==> config.mk <==
export PLATFORM = sky130hd
export DESIGN_NAME = ula_keypad_calc
export DESIGN_NICKNAME = d
export VERILOG_FILES = /design/src/rtl/ula_pkg.sv /design/src/rtl/ula_keypad_calc_key_strobe_sync.sv /design/src/rtl/ula_keypad_calc.sv
export SDC_FILE = /design/constraint.sdc
export NUM_CORES = 1
export LEC_CHECK = 0
export CAP_MARGIN = 20
export CORE_MARGIN = 1.5
export CORE_UTILIZATION = 35
export CTS_CLUSTER_SIZE = 14
export DETAILED_ROUTE_END_ITERATION = 16
export GPL_TIMING_DRIVEN = 0
export SETUP_SLACK_MARGIN = 0.5
export SLEW_MARGIN = 10
export SYNTH_ARGS = -nofsm -noshare
export SYNTH_HDL_FRONTEND = slang
export SYNTH_SLANG_ARGS = --single-unit
==> constraint.sdc <==
create_clock -name CLOCK_50 -period 2.85 [get_ports CLOCK_50]
set_input_delay 0.4275 -clock CLOCK_50 [delete_from_list [all_inputs] [get_ports CLOCK_50]]
set_output_delay 0.4275 -clock CLOCK_50 [all_outputs]
set_load 0.05 [all_outputs]
==> src/rtl/ula_pkg.sv <==
// Shared key codes and controller states for the keypad calculator.
package ula_pkg;

  localparam logic [7:0] K_ON_OFF    = 8'd18;
  localparam logic [7:0] K_DEF_A     = 8'd15;
  localparam logic [7:0] K_DEF_B     = 8'd19;
  localparam logic [7:0] K_CLEAR_ALL = 8'd16;
  localparam logic [7:0] K_CHG_SIGN  = 8'd12;
  localparam logic [7:0] K_SUM       = 8'd26;
  localparam logic [7:0] K_MINUS     = 8'd30;
  localparam logic [7:0] K_DIGIT_MAX = 8'd9;

  typedef enum logic [1:0] {OFF, EDIT_A, EDIT_B} state_t;

endpackage

==> src/rtl/ula_keypad_calc_key_strobe_sync.sv <==
// Synchronises the active-low keypad strobe and emits a one-cycle pulse per press.
module key_strobe_sync (
  input  logic clk,
  input  logic rst_n,
  input  logic async_n,
  output logic key_stb
);

  // [0],[1] form the synchroniser, [2] holds the previous synchronised level.
  logic [2:0] sync_pipe;

  always_ff @(posedge clk) begin
    if (!rst_n) sync_pipe <= 3'b111;
    else        sync_pipe <= {sync_pipe[1:0], async_n};
  end

  assign key_stb = sync_pipe[2] & ~sync_pipe[1];

endmodule

==> src/rtl/ula_keypad_calc.sv <==
// Keypad-driven signed two-operand calculator with decimal entry and sign-magnitude result.
module ula_keypad_calc
  import ula_pkg::*;
#(
  parameter  int DIGITS = 2,
  localparam int OW     = $clog2(10**DIGITS),
  localparam int RW     = $clog2(2*(10**DIGITS - 1) + 1)
) (
  input  logic          CLOCK_50,
  input  logic          rst_n,
  input  logic          validate,
  input  logic [7:0]    data,
  output logic          isOn,
  output logic          editB,
  output logic [OW-1:0] out_A,
  output logic          signA,
  output logic [OW-1:0] out_B,
  output logic          signB,
  output logic          opMinus,
  output logic [RW-1:0] value,
  output logic          signalR,
  output logic          key_err
);

  localparam int CW = 3;

  logic          key_stb;
  state_t        state, state_n;
  logic [OW-1:0] a_n, b_n;
  logic          sa_n, sb_n, op_n, err_n;
  logic [CW-1:0] cnt_a, cnt_b, cnt_a_n, cnt_b_n;

  key_strobe_sync u_sync (
    .clk     (CLOCK_50),
    .rst_n   (rst_n),
    .async_n (validate),
    .key_stb (key_stb)
  );

  always_ff @(posedge CLOCK_50) begin
    if (!rst_n) begin
      state   <= OFF;
      out_A   <= '0;
      out_B   <= '0;
      signA   <= 1'b0;
      signB   <= 1'b0;
      opMinus <= 1'b0;
      cnt_a   <= '0;
      cnt_b   <= '0;
      key_err <= 1'b0;
    end else begin
      state   <= state_n;
      out_A   <= a_n;
      out_B   <= b_n;
      signA   <= sa_n;
      signB   <= sb_n;
      opMinus <= op_n;
      cnt_a   <= cnt_a_n;
      cnt_b   <= cnt_b_n;
      key_err <= err_n;
    end
  end

  always_comb begin
    state_n = state;
    a_n     = out_A;
    b_n     = out_B;
    sa_n    = signA;
    sb_n    = signB;
    op_n    = opMinus;
    cnt_a_n = cnt_a;
    cnt_b_n = cnt_b;
    err_n   = 1'b0;
    if (key_stb) begin
      if (state == OFF) begin
        if (data == K_ON_OFF) begin
          state_n = EDIT_A;
          a_n = '0; b_n = '0; sa_n = 1'b0; sb_n = 1'b0;
          op_n = 1'b0; cnt_a_n = '0; cnt_b_n = '0;
        end else begin
          err_n = 1'b1;
        end
      end else begin
        case (data)
          K_ON_OFF: state_n = OFF;
          K_DEF_A: begin
            state_n = EDIT_A; a_n = '0; sa_n = 1'b0; cnt_a_n = '0;
          end
          K_DEF_B: begin
            state_n = EDIT_B; b_n = '0; sb_n = 1'b0; cnt_b_n = '0;
          end
          K_CLEAR_ALL: begin
            state_n = EDIT_A;
            a_n = '0; b_n = '0; sa_n = 1'b0; sb_n = 1'b0;
            op_n = 1'b0; cnt_a_n = '0; cnt_b_n = '0;
          end
          K_CHG_SIGN: begin
            if (state == EDIT_B) sb_n = ~signB;
            else                 sa_n = ~signA;
          end
          K_SUM:   op_n = 1'b0;
          K_MINUS: op_n = 1'b1;
          default: begin
            // Shift-in saturates at DIGITS; the magnitude always fits OW.
            if (data > K_DIGIT_MAX) begin
              err_n = 1'b1;
            end else if (state == EDIT_B) begin
              if (cnt_b < CW'(DIGITS)) begin
                b_n     = out_B * OW'(10) + OW'(data[3:0]);
                cnt_b_n = cnt_b + 1'b1;
              end else begin
                err_n = 1'b1;
              end
            end else begin
              if (cnt_a < CW'(DIGITS)) begin
                a_n     = out_A * OW'(10) + OW'(data[3:0]);
                cnt_a_n = cnt_a + 1'b1;
              end else begin
                err_n = 1'b1;
              end
            end
          end
        endcase
      end
    end
  end

  assign isOn  = (state != OFF);
  assign editB = (state == EDIT_B);

  logic [RW-1:0] mag_a, mag_b, res;
  logic          eff_sb, res_s;

  always_comb begin
    mag_a  = RW'(out_A);
    mag_b  = RW'(out_B);
    eff_sb = signB ^ opMinus;
    if (signA == eff_sb) begin
      res   = mag_a + mag_b;
      res_s = signA;
    end else if (mag_a >= mag_b) begin
      res   = mag_a - mag_b;
      res_s = signA;
    end else begin
      res   = mag_b - mag_a;
      res_s = eff_sb;
    end
    // Negative-zero operands must never surface as a -0 result.
    if (res == '0) res_s = 1'b0;
  end

  always_ff @(posedge CLOCK_50) begin
    if (!rst_n || state == OFF) begin
      value   <= '0;
      signalR <= 1'b0;
    end else begin
      value   <= res;
      signalR <= res_s;
    end
  end

endmodule

==> results of run 1 <==
## cells in the mapped netlist, types with 2 or more instances
| cell | count | area share |
|---|---|---|
| clkbuf_1 | 8 | 0.0098 |
| or3_1 | 5 | 0.010 |
| nor2b_1 | 8 | 0.016 |
| o2111ai_1 | 3 | 0.0086 |
| o21a_1 | 2 | 0.0049 |
| xor2_1 | 6 | 0.017 |
| a21o_1 | 9 | 0.022 |
| dfxtp_1 | 38 | 0.25 |
| a21oi_1 | 27 | 0.044 |
| nand2_1 | 31 | 0.038 |
| nor3b_1 | 4 | 0.0098 |
| nor2_1 | 38 | 0.046 |
| xnor2_1 | 17 | 0.048 |
| a211oi_1 | 7 | 0.017 |
| inv_1 | 35 | 0.043 |
| buf_2 | 3 | 0.0049 |
| nor4_1 | 2 | 0.0041 |
| nor3_1 | 3 | 0.0049 |
| mux2i_1 | 10 | 0.033 |
| o21ai_0 | 12 | 0.020 |
| a211o_1 | 2 | 0.0057 |
| and2_1 | 2 | 0.0041 |
| o211ai_1 | 6 | 0.015 |
| nand2b_1 | 3 | 0.0061 |
| a41oi_1 | 2 | 0.0057 |
| o22ai_1 | 2 | 0.0041 |
| ha_1 | 37 | 0.15 |
| o21bai_1 | 2 | 0.0049 |
| a31oi_1 | 5 | 0.010 |
| nand3_1 | 13 | 0.021 |
| fa_1 | 7 | 0.046 |
## cell families after synthesis
group	synth area share
and+or+nand+nor	0.183
buffers and inverters	0.0611
DFF	0.248
muxes	0.0326
xor gates and xnor gates	0.0656
adders and majority gates	0.196
AOI/OAI and AO/OA	0.214
## through the flow
step / total power, mW / setup TNS [ns] / hold WS (ns) / cell area, sq um
4_1_cts: 1.05 / 0 / 0.418 / 4070
2_1_floorplan: 0.568 / 0 / 0.386 / 3140
6_report: 1.04 / 0 / 0.413 / 4190
3_3_place_gp: 0.596 / -4.34 / 0.393 / 3650
3_5_place_dp: 0.597 / -4.68 / 0.397 / 3650
5_1_grt: 1.08 / 0 / 0.423 / 4190
## sequential cells by signal, indices dropped and copies added, names as in the netlist
signal            cells
cnt_a                 3
cnt_b                 3
key_err               1
opMinus               1
out_A                 7
out_B                 7
signA                 1
signB                 1
signalR               1
state                 2
u_sync.sync_pipe      3
value                 8
## layout make-up
cell class	count	area [sq um]
Multi-Input combinational cell	288	2360
Buffer	13	83.8
Timing Repair Buffer	63	574
Tap cell	108	135
Sequential cell	38	801
Inverter	35	131
Fill cell	826	4400
Clock buffer	6	93.8
Clock inverter	2	15.0
## layer usage
layer,global-route usage,vias to the layer above,part of all wire
met3,0.0296,12,0.032
met5,0,-,0
li1,-,1443,-
met4,0.0435,0,0.012
met2,0.315,54,0.51
met1,0.212,1430,0.45
## repair_timing
action                                  4_1_cts  5_1_grt
endpoints found under the setup margin       28       25
buffers inserted                             20        4
gates cloned                                  1        0
hold buffers                                  0        0
resized for setup                            48       19
pin swaps                                    22       12
## worst paths after layout
kind | endpoint
worst max register to register | signalR
worst max-delay path | signalR
worst min register to register | u_sync.sync_pipe[1]
worst min-delay path | u_sync.sync_pipe[1]
## worst reg2reg max path, delay by kind of cell, from the launching register on
family                     cells  cell delay [ns]
AOI/OAI and AO/OA              5             0.80
xor gates and xnor gates       1             0.13
adders and majority gates      2             0.52
buffers and inverters          2             0.12
DFF                            1             0.38
and+or+nand+nor                1             0.28
## power groups by stage
stage | Combinational (mW) | Sequential [mW] | Clock, mW
finish | 0.0609 | 0.524 | 0.454
global route | 0.0673 | 0.525 | 0.489
CTS | 0.0611 | 0.525 | 0.459
detailed placement | 0.0581 | 0.539 | 0
global placement | 0.0576 | 0.539 | 0
floorplan | 0.0285 | 0.540 | 0
==> metrics.md, run 1 <==
| Metric | Value |
|---|---|
| Number of synthesized flops with an enable pin | `0` |
| DRC errors left | `0` |
| Hold Crit Class | `register to register` |
| Post-route ant nets | `0` |
| Insertion delay to the later sink of the worst-skew pair | `0.30 ns` |
| Most common cell after layout, fill and taps aside | `nor2_1` |
| Grt ovf | `0` |
| DP Worst Slack | `-0.362 ns` |
| Via count | `2,939` |
| Gp weighted congestion | `0.852` |
| Drt pass-1 iters | `4` |
| DIE HEIGHT | `~97 microns` |
| Drt wl/cell | `14.8 microns` |
| Syn-to-layout area delta | `36.4%` |
| Most frequent cells in the layout | `nor2_1 (35), inv_1 (33), ha_1 (33)` |
| Internal power | `0.773 mW` |
| Final Setup Violations | `0` |
| GRT Total Usage | `0.174` |
| Fin worst setup slack | `0.501 ns` |
| MaxCap Viol Count | `0` |
| Ys async rst share | `0` |
| Vias in the first global route | `2,766` |
| Vias per inst | `~5.3` |
| Max stage delay on crit path | `0.39 ns` |
| Cell count after synthesis | `374` |
| Family with the most delay on the worst path | `compound AO/OA/AOI/OAI gates` |
| Final Non-Filler Cells | `553` |
| Worst-path clk slew | `0.09 ns` |
| Final hold viol count | `0` |
| Port bufs | `38` |
| NetSw | `roughly 0.27 mW` |
| Starting Density | `0.358` |
| H-tree depth | `2` |
| Crit. Startpoint | `out_B[0]` |
| Skew final | `0.00630 ns` |
| Pwr/cell area | `248 nW/um^2` |
| Run status | `finished clean` |
| Starting DRT DRC Count | `71` |
| R2R depth | `11` |
| Synth cell types | `56` |
| Slowest CP cell | `fa_1` |
| Clock root buffer | `clkbuf_8` |
| Post-route minimum period | `~2.3 ns` |
| Startpoint Class | `register` |
| Row Count | `34` |
| Register area share after synthesis | `0.248` |
| Core area | `about 8600 sq um` |
| Max transition margin | `0.495` |
| Peak VDD IR | `between 0.1 and 0.15 mV` |
| Die X | `approximately 97 microns` |
| First-pass GRT wire length | `13.4 mm` |
| Syn Nets | `429` |
| Net Sw Frac | `0.257` |
| Fmax achieved | `~0.43 GHz` |
| Reg2Reg Setup Slack | `0.50 ns` |
| RSZ-0062 raised after global routing | `yes` |
| Max Slew Vio Count | `0` |
| CTS max path bufs | `2` |
| Comb power frac | `0.059` |
| Fin util | `0.488` |
| Critical path fanouts, max | `5` |
| Dpl cells | `520` |
| Buffers & Inverters on Critical Path | `2` |
| CTS tree | `built` |
| Leak | `approximately 1.7 nW` |
| Ports | `40` |
| Critical path capture point type | `register` |
| Synth Flop Type | `dfxtp_1` |
| Diode count | `0` |
| Flops & latches, synth | `38` |
| Post-Syn Area | `3070 sq um` |
| Syn Area/Cell | `approximately 8 sq um` |
| Hold Path Stages | `1` |
| Synth warn | `0` |
| Num Clock Sinks | `38` |
| Hold_sp | `u_sync.sync_pipe[0]` |
| Clock network fraction of total power | `0.437` |
| Final period util | `0.824` |
| CTS buffer count | `5` |
| Required time of the worst setup path | `3.03 ns` |
| Critical Path AT | `2.53 ns` |
| Share of layout cells above drive strength 1 | `0.216` |
| Nets | `roughly 500` |
| Slew @ Worst Pin | `0.753 ns` |
| Post-DP HPWL | `5.86 mm` |
| Routed WL | `8.19 mm` |
| Crit path cell chain | `inv_1, ha_1, inv_1, fa_1, a21o_1, a21oi_2, o211ai_1, a31oi_1, xnor2_1, nor4b_4, a41oi_2` |
| Crit Path Class | `register to register` |
| Initial antenna violation count | `0` |
| Largest net degree at the start of global routing | `14` |
| CP Depth | `11` |
| Seq pwr share | `0.504` |
| Worst r2r src | `out_B[0]` |
| Die area | `~9400 sq um` |
| Critical path's most frequent cell | `inv_1` |
No activity file was read; power rests on OpenSTA's default activity.
==> inputs of run 2 (changes only) <==
==> constraint.sdc (replaced) <==
create_clock -name CLOCK_50 -period 2.33 [get_ports CLOCK_50]
set_input_delay 0.3495 -clock CLOCK_50 [delete_from_list [all_inputs] [get_ports CLOCK_50]]
set_output_delay 0.3495 -clock CLOCK_50 [all_outputs]
set_load 0.05 [all_outputs]
==> run 2 against run 1 <==
The flow now finishes with violations (negative setup slack). Non-clock buffer count rose by 16. Cell count rose by 3.1%. Via count grew 3.1%. Clock power up 9.0%. Utilization rose by 6.7 points. Clock skew rose by 0.0029 ns. Sequential power grew 21%. Total power rose by 18%. Sequential share of layout area shrank 2.0 points.
==> metrics.md, run 2 (synthesis results as in run 1) <==
| Metric | Value |
|---|---|
| Run status | `complete, but fails checks` |
| Failing checks | `negative setup slack` |
| Crit. Startpoint | `out_A[0]` |
| Clock root buffer | `clkbuf_8` |
| Biggest regs | `value: 8 flops, out_A: 7 flops, out_B: 7 flops` |
| Worst r2r src | `out_A[0]` |
| Pwr/cell area | `258 nW/um^2 (+3.9%)` |
| DIE HEIGHT | `96.7 microns (unchanged)` |
| CTS tree | `built` |
| Max Slew Vio Count | `0 (unchanged)` |
| DRC errors left | `0 (unchanged)` |
| Insertion delay to the later sink of the worst-skew pair | `0.30 ns (about the same)` |
| Reg2Reg Setup Slack | `-0.07 ns (-0.57 ns)` |
| Initial antenna violation count | `0 (unchanged)` |
| Gp weighted congestion | `0.895 (+5.0%)` |
| Hold_sp | `u_sync.sync_pipe[0]` |
| Largest net degree at the start of global routing | `13 (-1)` |
| Final Setup Violations | `1 (+1)` |
| Row Count | `34 (unchanged)` |
| GRT Total Usage | `0.188 (+0.0142)` |
| Final hold viol count | `0 (unchanged)` |
| Starting DRT DRC Count | `61 (-14%)` |
| Die area | `9350 sq um (unchanged)` |
| Vias per inst | `5.31 (about the same)` |
| Vias in the first global route | `2,966 (+7.2%)` |
| Skew final | `0.00916 ns (+0.00287 ns)` |
| Largest register by flop count | `value` |
| Starting Density | `0.358 (unchanged)` |
| CTS buffer count | `5 (unchanged)` |
| Via count | `3,029 (+3.1%)` |
| Routed WL | `9.03 mm (+10%)` |
| Post-DP HPWL | `6.19 mm (+5.6%)` |
| Post-route minimum period | `2.40 ns (+0.0503 ns)` |
| Hold Path Stages | `1 (unchanged)` |
| Layout fillers | `799 (-3.3%)` |
| Critical path capture point type | `register` |
| Cts hold-fix bufs | `0 (unchanged)` |
| Most frequent cells in the layout | `nor2_1 (33), buf_4 (29), inv_1 (25)` |
| Startpoint Class | `register` |
| Worst-path clk slew | `0.09 ns (about the same)` |
| H-tree depth | `2 (unchanged)` |
| Area used by multi-input combinational logic | `2740 sq um (+16%)` |
| Most common cell after layout, fill and taps aside | `nor2_1` |
| Hold Crit Class | `register to register` |
| Required time of the worst setup path | `2.50 ns (-0.53 ns)` |
| Max transition margin | `0.571 (+0.0763)` |
| Leak | `1.94 nW (+13%)` |
| MaxCap Viol Count | `0 (unchanged)` |
| Crit Path Class | `register to register` |
| Slew @ Worst Pin | `0.639 ns (-0.114 ns)` |
| Post-route ant nets | `0 (unchanged)` |
| RSZ-0062 raised after global routing | `yes` |
| Drt wl/cell | `15.8 microns (+6.9%)` |
| Max reg flops | `8 (unchanged)` |
| R2R depth | `12 (+1)` |
| Die X | `96.7 microns (unchanged)` |
| Core area | `8590 sq um (unchanged)` |
| Grt ovf | `0 (unchanged)` |
| Critical path fanouts, max | `6 (+1)` |
| Final period util | `1.03 (+0.206)` |
| Fmax achieved | `0.417 GHz (-2.1%)` |
| First-pass GRT wire length | `14.4 mm (+8.0%)` |
| Port bufs | `38 (unchanged)` |
| Peak VDD IR | `0.156 mV (+5.9%)` |
| Num Clock Sinks | `38 (unchanged)` |
| Diode count | `0 (unchanged)` |
| Ports | `40 (unchanged)` |
| DP Worst Slack | `-0.720 ns (-0.358 ns)` |
| Fin worst setup slack | `-0.0691 ns (-0.570 ns)` |
| Nets | `516 (+3.4%)` |
| CTS max path bufs | `2 (unchanged)` |
| Reg area | `813 sq um (+1.6%)` |
| Worst hold margin | `0.413 ns (+0.000640 ns)` |
| Drt pass-1 iters | `4 (unchanged)` |
| Critical Path AT | `2.57 ns (+0.04 ns)` |
| Share of layout cells above drive strength 1 | `0.405 (+0.189)` |
| Syn-to-layout area delta | `55.1%` |
run 2: critical path: stages, from the launching register on:
cell and delay (ns):
dfxtp_4 0.38, inv_2 0.06, ha_4 0.13, inv_4 0.03
fa_2 0.36, nand3_4 0.09, and3_4 0.21, o21ai_4 0.09
buf_4 0.16, or3_4 0.34, a31oi_4 0.16, xnor2_2 0.14
a41oi_2 0.13
run 2: metrics by stage:
step | utilization | std cells | TNS (ns) | instance area (sq um) | power [mW]
after detailed placement | 0.452 | 520 | -15.31 | 3890 | 0.728
after floorplan | - | 374 | 0 | 3370 | 0.692
after global placement | 0.452 | 520 | -15.03 | 3890 | 0.727
after CTS | 0.502 | 555 | -0.0123 | 4320 | 1.22
final | 0.555 | 570 | -0.0691 | 4770 | 1.23
after global routing | 0.555 | 570 | -0.212 | 4770 | 1.28
run 2: power breakdown:
part | switching (mW) | total (mW) | internal [mW] | leakage (nW)
sequential | 0.000563 | 0.636 | 0.636 | 0.319
combinational | 0.0549 | 0.0974 | 0.0425 | 1.57
clock | 0.256 | 0.495 | 0.239 | 0.0515
total | 0.311 | 1.23 | 0.918 | 1.94
run 2: metal layers:
layer  vias up  track usage  part of all wire  routed length [microns]
met5         -            0                 0                        0
met4         0       0.0591             0.027                      241
met3        23       0.0354             0.038                      339
met2        71        0.332              0.52                     4660
met1      1458        0.229              0.42                     3790
li1       1477            -                 -                        -
run 2: layout make-up:
type,count,area share
clock buffer,6,0.0173
sequential,38,0.171
multi-input combinational,289,0.576
tap,108,0.0283
buffer,13,0.0239
timing repair buffer,79,0.154
clock inverter,2,0.00236
inverter,35,0.0281
run 2: final timing paths:
kind	end
max reg2reg	signalR
min reg2reg	u_sync.sync_pipe[1]
max	signalR
min	u_sync.sync_pipe[1]
run 2: repair_timing:
item	CTS	global route
buffers inserted	24	15
resized for setup	99	73
pin swaps	42	35
endpoints found under the setup margin	52	34
gates cloned	3	0
==> inputs of run 3 (changes only) <==
--- a/config.mk
+++ b/config.mk
@@ -10,6 +10,7 @@
 export CORE_UTILIZATION = 35
 export CTS_CLUSTER_SIZE = 14
 export DETAILED_ROUTE_END_ITERATION = 16
+export GPL_ROUTABILITY_DRIVEN = 0
 export GPL_TIMING_DRIVEN = 0
 export SETUP_SLACK_MARGIN = 0.5
 export SLEW_MARGIN = 10
==> run 3 against run 2 <==
The flow still finishes with violations (negative setup slack). Routed wire length is 1.9% higher. Flip-flop and latch count stayed put. Sequential power about the same. Via count is 1.3% higher. Critical endpoint unchanged.
==> metrics.md, run 3 (synthesis results as in run 1) <==
| Metric | Value |
|---|---|
| Run status | `complete, but fails checks` |
| Failing checks | `negative setup slack` |
| Clock network fraction of total power | `0.423 (+0.020)` |
| DRC errors left | `0 (unchanged)` |
| Vias in the first global route | `3,063 (+3.3%)` |
| Insertion delay to the later sink of the worst-skew pair | `0.31 ns (about the same)` |
| Critical path capture point type | `register` |
| Post-DP HPWL | `6.20 mm (+0.18%)` |
| Clock root buffer | `clkbuf_8` |
| Max reg flops | `8 (unchanged)` |
| Critical Path AT | `2.51 ns (-0.06 ns)` |
| Num Clock Sinks | `38 (unchanged)` |
| Port bufs | `38 (unchanged)` |
| Comb power frac | `0.074 (-0.005)` |
| Hold Path Stages | `1 (unchanged)` |
| CTS max path bufs | `2 (unchanged)` |
| Layout fillers | `799 (unchanged)` |
| Die area | `9350 sq um (unchanged)` |
| Routed WL | `9.20 mm (+1.9%)` |
| NetSw | `0.317 mW (+1.9%)` |
| Hold Crit Class | `register to register` |
| Seq pwr share | `0.503 (-0.015)` |
| DP Worst Slack | `-0.769 ns (-0.0490 ns)` |
| Fin util | `0.547 (-0.00772)` |
| Final Setup Violations | `1 (unchanged)` |
| Diode count | `0 (unchanged)` |
| Required time of the worst setup path | `2.50 ns (about the same)` |
| Biggest regs | `value: 8 flops, out_A: 7 flops, out_B: 7 flops` |
| Critical path fanouts, max | `5 (-1)` |
| Final hold viol count | `0 (unchanged)` |
| Largest register by flop count | `value` |
| RSZ-0062 raised after global routing | `yes` |
| Startpoint Class | `register` |
| R2R depth | `12 (unchanged)` |
| Area used by multi-input combinational logic | `2650 sq um (-3.6%)` |
| Fmax achieved | `0.428 GHz (+2.6%)` |
| Skew final | `0.0121 ns (+0.00298 ns)` |
| Ports | `40 (unchanged)` |
| Drt pass-1 iters | `4 (unchanged)` |
| H-tree depth | `2 (unchanged)` |
| Core area | `8590 sq um (unchanged)` |
| Peak VDD IR | `0.251 mV (+61%)` |
| CTS buffer count | `5 (unchanged)` |
| Largest net degree at the start of global routing | `13 (unchanged)` |
| Net Sw Frac | `0.251 (-0.00273)` |
| GRT Total Usage | `0.195 (+0.00671)` |
| Initial antenna violation count | `0 (unchanged)` |
| Crit. Startpoint | `out_A[0]` |
| Internal power | `0.948 mW (+3.4%)` |
| Worst-path clk slew | `0.08 ns (about the same)` |
| Final period util | `1.00 (-0.0258)` |
| Starting DRT DRC Count | `133 (+120%)` |
| Via count | `3,069 (+1.3%)` |
| Worst hold margin | `0.412 ns (-0.00162 ns)` |
| Max transition margin | `0.533 (-0.0383)` |
| Die X | `96.7 microns (unchanged)` |
| Nets | `519 (+0.58%)` |
| CTS tree | `built` |
| Reg area | `813 sq um (unchanged)` |
| First-pass GRT wire length | `14.9 mm (+3.1%)` |
| Slew @ Worst Pin | `0.696 ns (+0.0570 ns)` |
| Share of layout cells above drive strength 1 | `0.389 (-0.0155)` |
| DIE HEIGHT | `96.7 microns (unchanged)` |
| Post-route ant nets | `0 (unchanged)` |
| Hold_sp | `u_sync.sync_pipe[0]` |
| Row Count | `34 (unchanged)` |
| Most frequent cells in the layout | `nor2_1 (33), buf_4 (28), ha_1 (27)` |
| Crit Path Class | `register to register` |
| Pwr/cell area | `269 nW/um^2 (+4.4%)` |
| Vias per inst | `5.36 (+0.79%)` |
| Most common cell after layout, fill and taps aside | `nor2_1` |
| Drt wl/cell | `16.1 microns (+1.4%)` |
| Worst r2r src | `out_A[0]` |
| Grt ovf | `0 (unchanged)` |
| Cts hold-fix bufs | `0 (unchanged)` |
| MaxCap Viol Count | `0 (unchanged)` |
| Fin worst setup slack | `-0.00913 ns (+0.0600 ns)` |
| Leak | `1.97 nW (+1.7%)` |
| Starting Density | `0.358 (unchanged)` |
| Max Slew Vio Count | `0 (unchanged)` |
| Post-route minimum period | `2.34 ns (-0.0600 ns)` |
| Syn-to-layout area delta | `53.0%` |
## run 3: cell types whose count changed in the layout (fill, tap and decap cells not counted), moves of 3 or more
cell,delta
buf_6,+6
clkbuf_8,-3
ha_1,+3
ha_2,-3
## run 3: power by group through the flow
stage               logic (mW)  clock network [mW]  registers [mW]
floorplan               0.0385                   0           0.654
global placement        0.0752                   0           0.652
detailed placement      0.0767                   0           0.652
CTS                     0.0768               0.542           0.637
global route             0.100               0.568           0.637
finish                  0.0937               0.536           0.637
## run 3: path summary, 6_finish.rpt
check	slack (ns)	to
worst max-delay path	-0.009	signalR
worst max register to register	-0.009	signalR
worst min-delay path	0.41	u_sync.sync_pipe[1]
worst min register to register	0.41	u_sync.sync_pipe[1]
## run 3: layer usage
layer | wire length, microns | track usage
met1 | 3860 | 0.225
met2 | 4740 | 0.356
met3 | 358 | 0.0296
met4 | 238 | 0.0803
met5 | 0 | 0
## run 3: timing repair
action,CTS,global route
cloned,3,0
resized for setup,91,60
endpoints found under the setup margin,53,32
setup buffers,25,17
pin swaps,40,36
## run 3: worst max-delay path, cell delays in order (launching register included)
cell	delay, ns
dfxtp_4	0.37
inv_2	0.06
ha_4	0.12
inv_2	0.04
fa_2	0.35
nand3_2	0.09
and3_4	0.20
o21ai_4	0.08
buf_6	0.13
or3_1	0.31
a31oi_1	0.17
xnor2_1	0.16
a41oi_1	0.13
## run 3: area by class of cell
type | count | share of cell area
buffer | 13 | 0.0218
clock buffer | 6 | 0.0200
clock inverter | 2 | 0.00213
inverter | 35 | 0.0279
multi-input combinational | 289 | 0.563
sequential | 38 | 0.173
tap | 108 | 0.0287
timing repair buffer | 82 | 0.164
## run 3: per-stage QoR
stage / area, sq um / TNS, ns / total power, mW / std cells
CTS: 4320 / 0 / 1.26 / 556
floorplan: 3370 / 0 / 0.692 / 374
global route: 4700 / -0.139 / 1.31 / 573
finish: 4700 / -0.00913 / 1.27 / 573
detailed placement: 3890 / -16.44 / 0.729 / 520
global placement: 3890 / -15.06 / 0.727 / 520
